$ cat src/rtl/disp_rd_scheduler_pkg.sv
// Shared types for the display frame-read scheduler.
package disp_rd_scheduler_pkg;

    // Scheduler FSM states.
    typedef enum logic [2:0] {
        StIdle,
        StFlush,
        StCheck,
        StReq,
        StWaitDone,
        StDone
    } state_e;

    // Smaller of a full burst and the words still owed for the frame.
    function automatic logic [31:0] burst_words(input logic [31:0] words_left,
                                                input logic [31:0] burst_len);
        return (words_left >= burst_len) ? burst_len : words_left;
    endfunction

endpackage

$ cat src/rtl/disp_frame_sync.sv
// Registered rising-edge detector for the display vsync (frame start).
module disp_frame_sync (
    input  logic i_pixel_clock,
    input  logic i_reset_n,
    input  logic i_rd_load,
    output logic o_start
);

    logic r_load_prev;

    // Remember last cycle's vsync level so each rising edge yields one start.
    always_ff @(posedge i_pixel_clock or negedge i_reset_n) begin
        if (!i_reset_n) begin
            r_load_prev <= 1'b0;
        end else begin
            r_load_prev <= i_rd_load;
        end
    end

    assign o_start = i_rd_load & ~r_load_prev;

endmodule

$ cat src/rtl/disp_rd_scheduler.sv
// Frame-read scheduler: keeps the display rd_fifo fed with burst reads of one frame.
module disp_rd_scheduler
    import disp_rd_scheduler_pkg::*;
#(
    parameter int unsigned SOURCE_H   = 800,
    parameter int unsigned SOURCE_V   = 480,
    parameter int unsigned ADDR_W     = 28,
    parameter int unsigned BURST_LEN  = 64,
    parameter int unsigned LEN_W      = 9,
    parameter int unsigned FIFO_DEPTH = 1024,
    parameter int unsigned CNT_W      = 11,
    parameter int unsigned ADDR_STEP  = 4,
    parameter int unsigned FLUSH_CYC  = 4
) (
    input  logic              i_pixel_clock,
    input  logic              i_reset_n,
    input  logic              i_rd_load,
    input  logic [ADDR_W-1:0] i_frame_base,
    input  logic [CNT_W-1:0]  i_fifo_wrusedw,
    output logic              o_fifo_flush,
    output logic              o_rd_req,
    output logic [ADDR_W-1:0] o_rd_addr,
    output logic [LEN_W-1:0]  o_rd_len,
    input  logic              i_rd_ack,
    input  logic              i_rd_done,
    output logic              o_busy,
    output logic              o_frame_done,
    output logic              o_frame_short
);

    localparam int unsigned FRAME_WORDS = SOURCE_H * SOURCE_V;
    localparam int unsigned WL_W        = $clog2(FRAME_WORDS + 1);
    localparam int unsigned FC_W        = (FLUSH_CYC > 1) ? $clog2(FLUSH_CYC) : 1;

    state_e            r_state;
    state_e            w_state_d;
    logic [FC_W-1:0]   r_flush_cnt;
    logic [ADDR_W-1:0] r_cur_addr;
    logic [WL_W-1:0]   r_words_left;
    logic              r_pend;
    logic              r_frame_done;
    logic              r_frame_short;

    logic              w_start;
    logic              w_load;
    logic              w_advance;
    logic              w_set_pend;
    logic              w_clr_pend;
    logic              w_done_d;
    logic              w_short_d;
    logic              w_room;
    logic [31:0]       w_len_words;

    disp_frame_sync u_frame_sync (
        .i_pixel_clock (i_pixel_clock),
        .i_reset_n     (i_reset_n),
        .i_rd_load     (i_rd_load),
        .o_start       (w_start)
    );

    assign w_len_words = burst_words(32'(r_words_left), BURST_LEN);
    assign w_room      = (32'(i_fifo_wrusedw) + BURST_LEN) <= FIFO_DEPTH;

    // Next-state decode; a frame start never withdraws an issued request, it is deferred via pend.
    always_comb begin
        w_state_d  = r_state;
        w_load     = 1'b0;
        w_advance  = 1'b0;
        w_set_pend = 1'b0;
        w_clr_pend = 1'b0;
        w_done_d   = 1'b0;
        w_short_d  = 1'b0;
        unique case (r_state)
            StIdle, StDone: begin
                if (w_start) begin
                    w_state_d = StFlush;
                    w_load    = 1'b1;
                end
            end
            StFlush: begin
                if (w_start) begin
                    w_load = 1'b1;
                end else if (r_flush_cnt == FC_W'(FLUSH_CYC - 1)) begin
                    w_state_d = StCheck;
                end
            end
            StCheck: begin
                if (w_start) begin
                    w_state_d = StFlush;
                    w_load    = 1'b1;
                    w_short_d = (r_words_left != '0);
                end else if (r_words_left == '0) begin
                    w_state_d = StDone;
                    w_done_d  = 1'b1;
                end else if (w_room) begin
                    w_state_d = StReq;
                end
            end
            StReq: begin
                if (w_start) begin
                    w_set_pend = 1'b1;
                    w_short_d  = 1'b1;
                end
                if (i_rd_ack) begin
                    w_advance = 1'b1;
                    if (!i_rd_done) begin
                        w_state_d = StWaitDone;
                    end else if (r_pend || w_start) begin
                        w_state_d  = StFlush;
                        w_load     = 1'b1;
                        w_clr_pend = 1'b1;
                    end else begin
                        w_state_d = StCheck;
                    end
                end
            end
            StWaitDone: begin
                if (w_start) begin
                    w_set_pend = 1'b1;
                    w_short_d  = 1'b1;
                end
                if (i_rd_done) begin
                    if (r_pend || w_start) begin
                        w_state_d  = StFlush;
                        w_load     = 1'b1;
                        w_clr_pend = 1'b1;
                    end else begin
                        w_state_d = StCheck;
                    end
                end
            end
            default: w_state_d = StIdle;
        endcase
    end

    // State, counters and registered status pulses.
    always_ff @(posedge i_pixel_clock or negedge i_reset_n) begin
        if (!i_reset_n) begin
            r_state       <= StIdle;
            r_flush_cnt   <= '0;
            r_cur_addr    <= '0;
            r_words_left  <= '0;
            r_pend        <= 1'b0;
            r_frame_done  <= 1'b0;
            r_frame_short <= 1'b0;
        end else begin
            r_state       <= w_state_d;
            r_frame_done  <= w_done_d;
            r_frame_short <= w_short_d;
            if (w_load) begin
                r_flush_cnt  <= '0;
                r_cur_addr   <= i_frame_base;
                r_words_left <= WL_W'(FRAME_WORDS);
            end else begin
                if (r_state == StFlush) begin
                    r_flush_cnt <= r_flush_cnt + FC_W'(1);
                end
                if (w_advance) begin
                    r_cur_addr   <= r_cur_addr + ADDR_W'(w_len_words * ADDR_STEP);
                    r_words_left <= r_words_left - WL_W'(w_len_words);
                end
            end
            if (w_clr_pend) begin
                r_pend <= 1'b0;
            end else if (w_set_pend) begin
                r_pend <= 1'b1;
            end
        end
    end

    assign o_fifo_flush  = (r_state == StFlush);
    assign o_rd_req      = (r_state == StReq);
    assign o_rd_addr     = o_rd_req ? r_cur_addr : '0;
    assign o_rd_len      = o_rd_req ? LEN_W'(w_len_words) : '0;
    assign o_busy        = (r_state != StIdle) && (r_state != StDone);
    assign o_frame_done  = r_frame_done;
    assign o_frame_short = r_frame_short;

    // Request fields must hold until the arbiter accepts them.
    a_req_stable: assert property (@(posedge i_pixel_clock) disable iff (!i_reset_n)
        (o_rd_req && !i_rd_ack) |=> ($stable(o_rd_addr) && $stable(o_rd_len)));

    // Never read into a FIFO that is being cleared.
    a_flush_req_excl: assert property (@(posedge i_pixel_clock) disable iff (!i_reset_n)
        !(o_fifo_flush && o_rd_req));

endmodule

$ cat config.mk
export PLATFORM = sky130hd
export DESIGN_NAME = disp_rd_scheduler
export DESIGN_NICKNAME = d
export VERILOG_FILES = /design/src/rtl/disp_rd_scheduler_pkg.sv /design/src/rtl/disp_frame_sync.sv /design/src/rtl/disp_rd_scheduler.sv
export SDC_FILE = /design/constraint.sdc
export NUM_CORES = 1
export LEC_CHECK = 0
export ABC_AREA = 1
export CELL_PAD_IN_SITES_DETAIL_PLACEMENT = 1
export CELL_PAD_IN_SITES_GLOBAL_PLACEMENT = 2
export CORE_AREA = 3 3 125 151
export CTS_CLUSTER_DIAMETER = 150
export DETAILED_ROUTE_END_ITERATION = 6
export DIE_AREA = 0 0 128 154
export GPL_TIMING_DRIVEN = 0
export PLACE_DENSITY = 0.82
export SETUP_SLACK_MARGIN = 0.15
export SYNTH_ARGS = -nofsm -noshare
export SYNTH_HDL_FRONTEND = slang
export SYNTH_SLANG_ARGS = --single-unit
$ cat constraint.sdc
create_clock -name i_pixel_clock -period 2.94 [get_ports i_pixel_clock]
set_input_delay 0.294 -clock i_pixel_clock [delete_from_list [all_inputs] [get_ports i_pixel_clock]]
set_output_delay 0.294 -clock i_pixel_clock [all_outputs]
set_load 0.005 [all_outputs]
Yosys cells after proc, flatten, opt, wreduce, memory -nomap -nowiden
Index checks and enable logic that the tools add are counted.
{"block": "word_totals", "ff_bits": 56, "out_inout_bits": 42, "elab_cells": 78, "in_bits": 44}
{"block": "op_classes", "n_bitwise": 2, "reduce_logical": 13, "add_sub_neg": 4, "n_mux": 36, "n_eq_ne": 13, "order_cmp": 2}
{"op": "28-bit two-way mux", "count": 3}
{"op": "19-bit two-way mux", "count": 3}
{"op": "28-bit by 21-bit adder with 28-bit output", "count": 1}
{"op": "3-bit two-way mux", "count": 9}
{"op": "19-bit by 7-bit >= comparator with 1-bit output (second input constant)", "count": 1}
{"op": "19-bit logical NOT", "count": 1}
{"op": "19-bit nonzero test", "count": 1}
{"op": "19-bit subtractor", "count": 1}
{"op": "3-bit one-hot mux with 5 select lines", "count": 1}
{"op": "1-bit two-way mux", "count": 13}
{"op": "11-bit by 7-bit adder with 12-bit output (second input constant)", "count": 1}
{"op": "12-bit by 11-bit less-or-equal comparator with 1-bit output (second input constant)", "count": 1}
{"op": "9-bit two-way mux", "count": 1}
{"op": "3-bit by 2-bit == test with 1-bit output (second input constant)", "count": 2}
{"op": "3-bit == test (second input constant)", "count": 2}
{"op": "2-bit two-way mux", "count": 3}
{"op": "2-bit != test (second input constant)", "count": 3}
{"op": "6-bit AND reduction", "count": 1}
{"op": "2-bit nonzero test", "count": 3}
{"op": "2-bit by 1-bit != test with 1-bit output (second input constant)", "count": 2}
{"op": "4-bit != test (second input constant)", "count": 1}
{"op": "1-bit one-hot mux with 2 select lines", "count": 2}
{"op": "2-bit OR reduction", "count": 2}
{"op": "4-bit OR reduction", "count": 1}
{"op": "11 further kinds", "count": 11}

Logic depth before layout (Yosys ltp)
Gate-level depths: netlist of the first run.
{"block": "depth", "ltp_word": 8, "mapped_depth": 21, "mapped_depth_nobuf": 20}

Modules after synthesis
From an unflattened synthesis of the first run, not the netlist that was laid out.
{"block": "hier_totals", "cells_unflattened": 659, "area_unflattened_um2": 4545.6}
{"mod": "disp_rd_scheduler", "area_each_um2": 4510.6, "seq_area_each_um2": 1376.3, "instances": 1, "cells_each": 656}
{"mod": "disp_frame_sync", "area_each_um2": 35.0, "seq_area_each_um2": 25.0, "instances": 1, "cells_each": 3}

Worst setup path before layout of the first run
No wires, ideal clock.
{"block": "synth_path", "path_type": "reg2reg", "startpoint": "register r_words_left[11]", "endpoint": "register r_cur_addr[16]", "n_path_buf": 1, "setup_slack_ns": 0.196, "setup_time_ns": 0.124, "arrival_ns": 2.620, "required_time_ns": 2.816, "path_stages_with_launch": 19, "path_cell_list": "dfrtp_1 > nor2_1 > inv_1 > nor2_1 > nand2_2 > buf_1 > nor2_1 > ha_1 > inv_1 > fa_1 > inv_1 > nand3_1 > nand2_1 > nand2_1 > nand2_1 > inv_1 > o21ai_0 > xnor2_1 > o21bai_1"}
{"block": "synth_via", "elab_chain_cells": 5}
{"item": "from (decl)", "line_no": "disp_rd_scheduler.sv:39", "rtl": "logic [WL_W-1:0] r_words_left;"}
{"item": "from (signal assigned)", "line_no": "disp_rd_scheduler.sv:153", "rtl": "r_words_left <= WL_W'(FRAME_WORDS);"}
{"item": "from (signal assigned)", "line_no": "disp_rd_scheduler.sv:160", "rtl": "r_words_left <= r_words_left - WL_W'(w_len_words);"}
{"item": "19-bit by 7-bit >= comparator with 1-bit output", "line_no": "disp_rd_scheduler_pkg.sv:17", "rtl": "return (words_left >= burst_len) ? burst_len : words_left;"}
{"item": "19-bit two-way mux (*)", "line_no": "disp_rd_scheduler_pkg.sv:17"}
{"item": "28-bit by 21-bit adder with 28-bit output (*)", "line_no": "disp_rd_scheduler.sv:159", "rtl": "r_cur_addr <= r_cur_addr + ADDR_W'(w_len_words * ADDR_STEP);"}
{"item": "28-bit two-way mux (*)", "line_no": "disp_rd_scheduler.sv:158", "rtl": "if (w_advance) begin"}
{"item": "28-bit two-way mux (*)", "line_no": "disp_rd_scheduler.sv:150", "rtl": "if (w_load) begin"}
{"item": "to (signal assigned)", "line_no": "disp_rd_scheduler.sv:152", "rtl": "r_cur_addr <= i_frame_base;"}
{"item": "to (signal assigned)", "line_no": "disp_rd_scheduler.sv:159"}
{"item": "to (decl)", "line_no": "disp_rd_scheduler.sv:38", "rtl": "logic [ADDR_W-1:0] r_cur_addr;"}
Every way passes the cells marked *; elsewhere a longest branch is shown, timed or not. The select of a mux whose other input is x is not followed.
A chain may end at the register's enable or synchronous reset.

Final worst setup path of the first run
{"block": "layout_path", "startpoint": "register r_state[0]", "endpoint": "output port o_rd_addr[7]"}
{"block": "layout_via", "elab_chain_cells": 2}
{"item": "from (decl)", "line_no": "disp_rd_scheduler.sv:35", "rtl": "state_e r_state;"}
{"item": "from (signal assigned)", "line_no": "disp_rd_scheduler.sv:139", "rtl": "r_state <= StIdle;"}
{"item": "from (signal assigned)", "line_no": "disp_rd_scheduler.sv:147", "rtl": "r_state <= w_state_d;"}
{"item": "3-bit by 2-bit == test with 1-bit output", "line_no": "disp_rd_scheduler.sv:172", "rtl": "assign o_rd_req = (r_state == StReq);"}
{"item": "28-bit two-way mux", "line_no": "disp_rd_scheduler.sv:173", "rtl": "assign o_rd_addr = o_rd_req ? r_cur_addr : '0;"}
{"item": "to (decl)", "line_no": "disp_rd_scheduler.sv:22", "rtl": "output logic [ADDR_W-1:0] o_rd_addr,"}
No other way between the ends.

==> results of run 1 <==
[worst max-delay path, stage by stage, from the launching register on]
cell and delay, ns:
dfrtp_1 0.45, nand2_2 0.11, nor2_4 0.15, inv_1 0.07, buf_2 0.19, clkbuf_2 0.26, nor2_1 0.24, clkdlybuf4s50_1 0.55
[repair_timing]
item                       CTS  global route
gates resized for setup     13            18
setup endpoints to repair   25            24
pin swaps                    5             6
hold endpoints to repair     0             0
setup buffers               13             8
[cell type report]
type	instances	share of cell area
Clock inverter	2	0.00270
Inverter	106	0.0660
Timing Repair Buffer	104	0.164
Multi-Input combinational cell	530	0.448
Tap cell	220	0.0457
Buffer	18	0.0199
Clock buffer	6	0.0214
Sequential cell	56	0.233
[per-layer routing]
| layer | global-route usage | part of all wire |
|---|---|---|
| met1 | 0.211 | 0.47 |
| met2 | 0.281 | 0.49 |
| met3 | 0.0285 | 0.028 |
| met4 | 0.0399 | 0.016 |
| met5 | 0 | 0 |
[how the worst max path moves through the flow]
stage                      to  slack (ns)
4_1_cts        r_cur_addr[22]        0.16
3_3_place_gp   r_cur_addr[25]       -0.59
5_1_grt        r_cur_addr[22]        0.14
6_report         o_rd_addr[7]        0.31
2_1_floorplan  r_cur_addr[16]        0.20
3_5_place_dp   r_cur_addr[16]       -0.62
[through the flow]
step / std cells / hold WS, ns / area (µm²) / setup TNS [ns]
3_3_place_gp: 1013 / 0.491 / 5660 / -37.19
5_1_grt: 1042 / 0.108 / 6030 / 0
2_1_floorplan: 710 / -0.00159 / 4560 / 0
3_5_place_dp: 1013 / 0.440 / 5660 / -5.64
6_report: 1042 / 0.0523 / 6030 / 0
4_1_cts: 1034 / 0.0899 / 5930 / 0
[power by group through the flow]
stage	Clock, mW	Sequential, mW	Combinational [mW]
final	0.649	1.27	2.85
after global routing	0.702	1.31	3.28
after CTS	0.680	1.27	2.78
after detailed placement	0	1.29	2.74
after global placement	0	1.29	2.70
after floorplan	0	1.22	1.89
[registers in the layout, indices dropped and copies added (netlist names)]
signal                    flops
o_frame_short                 1
r_state                       3
r_flush_cnt                   2
u_frame_sync.r_load_prev      1
r_pend                        1
o_frame_done                  1
r_cur_addr                   28
r_words_left                 19
[logic make-up after synthesis]
family,after synthesis,synth area share
AOI/OAI and AO/OA,108,0.137
xor gates and xnor gates,14,0.0272
adders and majority gates,23,0.0656
buffers and inverters,124,0.113
DFF,56,0.311
other,2,0.00167
and+or+nand+nor,369,0.344
[cells in the final DEF (no fill, tap or decap), types with 7 or more instances in the layout]
| master | instances |
|---|---|
| a21oi_1 | 31 |
| buf_4 | 25 |
| clkdlybuf4s50_1 | 82 |
| conb_1 | 16 |
| dfrtp_1 | 55 |
| ha_1 | 21 |
| inv_1 | 102 |
| nand2_1 | 168 |
| nand2_2 | 11 |
| nand3_1 | 42 |
| nand4_1 | 10 |
| nor2_1 | 98 |
| nor2_2 | 9 |
| nor3_1 | 18 |
| o21ai_0 | 40 |
| o21bai_1 | 8 |
| o22ai_1 | 7 |
| xor2_1 | 9 |
==> summary.txt, run 1 <==
Clock network
  – Clk sinks: 56
  – Clock Path Buffers: 2
  – CTS tree: yes
  – Hold Buf Count CTS: 0
  – Clock slew at reported path FFs: 0.08 ns
  – Num CTS Buffers: 5
  – Root Driver: clkbuf_16
  – CTS HTree Levels: 2
  – Clock latency on the worst-skew pair: 0.32 ns

Floorplanning
  – Initial Util: 0.257
  – Die footprint: just under 20,000 µm²
  – Io pins: 86
  – Chip width: approximately 130 µm
  – Vert. Die Dim: 154 µm
  – Core box area: ~18,000 µm²
  – Row Count: 53

Yosys
  – Synth warnings: 0
  – Top cell type's share of synthesized area: 0.311
  – Most common cell in the netlist: nand2_1
  – Most frequent cells after synthesis: 175 x nand2_1, 106 x nor2_1, 105 x inv_1
  – Async S/R FF share, synth: 1.00
  – Syn Std Cell Area: 4500 µm²
  – Flops & latches, synth: 56
  – Cell variety after synth: 40
  – Sequential fraction of the synthesis area: 0.311
  – Post-synth EDFFs: 0
  – Synth area leaders: dfrtp_1 31%, nand2_1 15%, nor2_1 8.8%
  – Main flop type after synthesis: dfrtp_1
  – Cell taking the most area after synthesis: dfrtp_1
  – Cells after synthesis: 696
  – Mean post-synth cell area: around 6.5 µm²

Routing
  – DRT Wirelength: about 16,000 µm
  – Number of routed nets with antenna violations: 0
  – Routed len/inst: approximately 15 µm
  – DRT Pass-1 Iters: 4
  – Via count: 4,770
  – Vias per inst: approximately 4.6
  – Initial DRC Count: approximately 150
  – DRC: 0

Pwr
  – Net Switching: around 2.3 mW
  – Clock share of power: 0.136
  – Pwr Total: between 4 and 5 mW
  – Power Internal: about 2.5 mW
  – LEAKAGE: approximately 2.8 nW
  – Sequential Power Share: 0.267
  – Worst vdd ir: approximately 0.00026 V
  – Power per Cell Area: 791 nW/µm²
  – Switching Share: 0.485
  – Combinational share of power: 0.597

Worst setup path
  – R2r startpoint: r_words_left[11]
  – Critical Path End Type: primary output
  – Crit path DAT: between 2 and 2.5 ns
  – Setup crit start: r_state[0]
  – Worst Path Max Fanout: 10
  – R2r endpoint: r_cur_addr[22]
  – Crit Path Class: reg -> out
  – Worst r2r path cells: 21
  – Crit path required time: 2.65 ns
  – Startpoint Class: flop
  – R2r setup slk: around 0.32 ns

Timing
  – Setup-failing EPs final: 0
  – Period utilization: 0.893
  – Fin crit period: 2.63 ns
  – Final slew viol count: 0
  – RSZ-0062 raised after global routing: false
  – Worst Tran Pin Value: approximately 0.8 ns
  – Setup skew after layout: just under 0.008 ns
  – Final worst slack: 0.314 ns
  – Relative slew slack: 0.479
  – Max Freq: 0.381 GHz
  – Final Hold Fails: 0

Final layout
  – Multi-input logic area: ~2700 µm²
  – N_diodes: 0
  – Utilization after layout: 0.344
  – Final #Nets: 888
  – Filler cells: ~2,300
  – Reg area: around 1400 µm²
  – Layout cells sized above 1: 0.0985
  – P&R area growth vs syn: 33.8%

Flow run
  – Max-Cap Viols: 0

Placed design
  – HPWL Detailed: approximately 12,000 µm
  – Global placement routability congestion: just over 0.8
  – Port buffer count: 83
  – DP Worst Slack: -0.617 ns

Global routing
  – Pin count of the biggest net entering global routing: 57
  – First-pass GRT wire length: ~26,000 µm
  – Initial antenna violation count: 0
  – Vias in the first global route: around 5,000
  – Overall routing resource usage: 0.163
  – GRT overflow: 0

Outcome
  – Outcome: finished, final reports clean

Min path
  – Hold WC Path Type: in -> async
No activity file was read; power rests on OpenSTA's default activity.
==> run 2: changes to the inputs <==
- SKIP_LAST_GASP: unset -> 1
==> results of run 2 <==
Final layout, timing and power as in run 1 (identical DEF).
==> run 3: changes to the inputs <==
- ABC_CLOCK_PERIOD_IN_PS: unset -> 2940
==> results of run 3 <==
Final layout, timing and power as in run 1 (identical DEF).
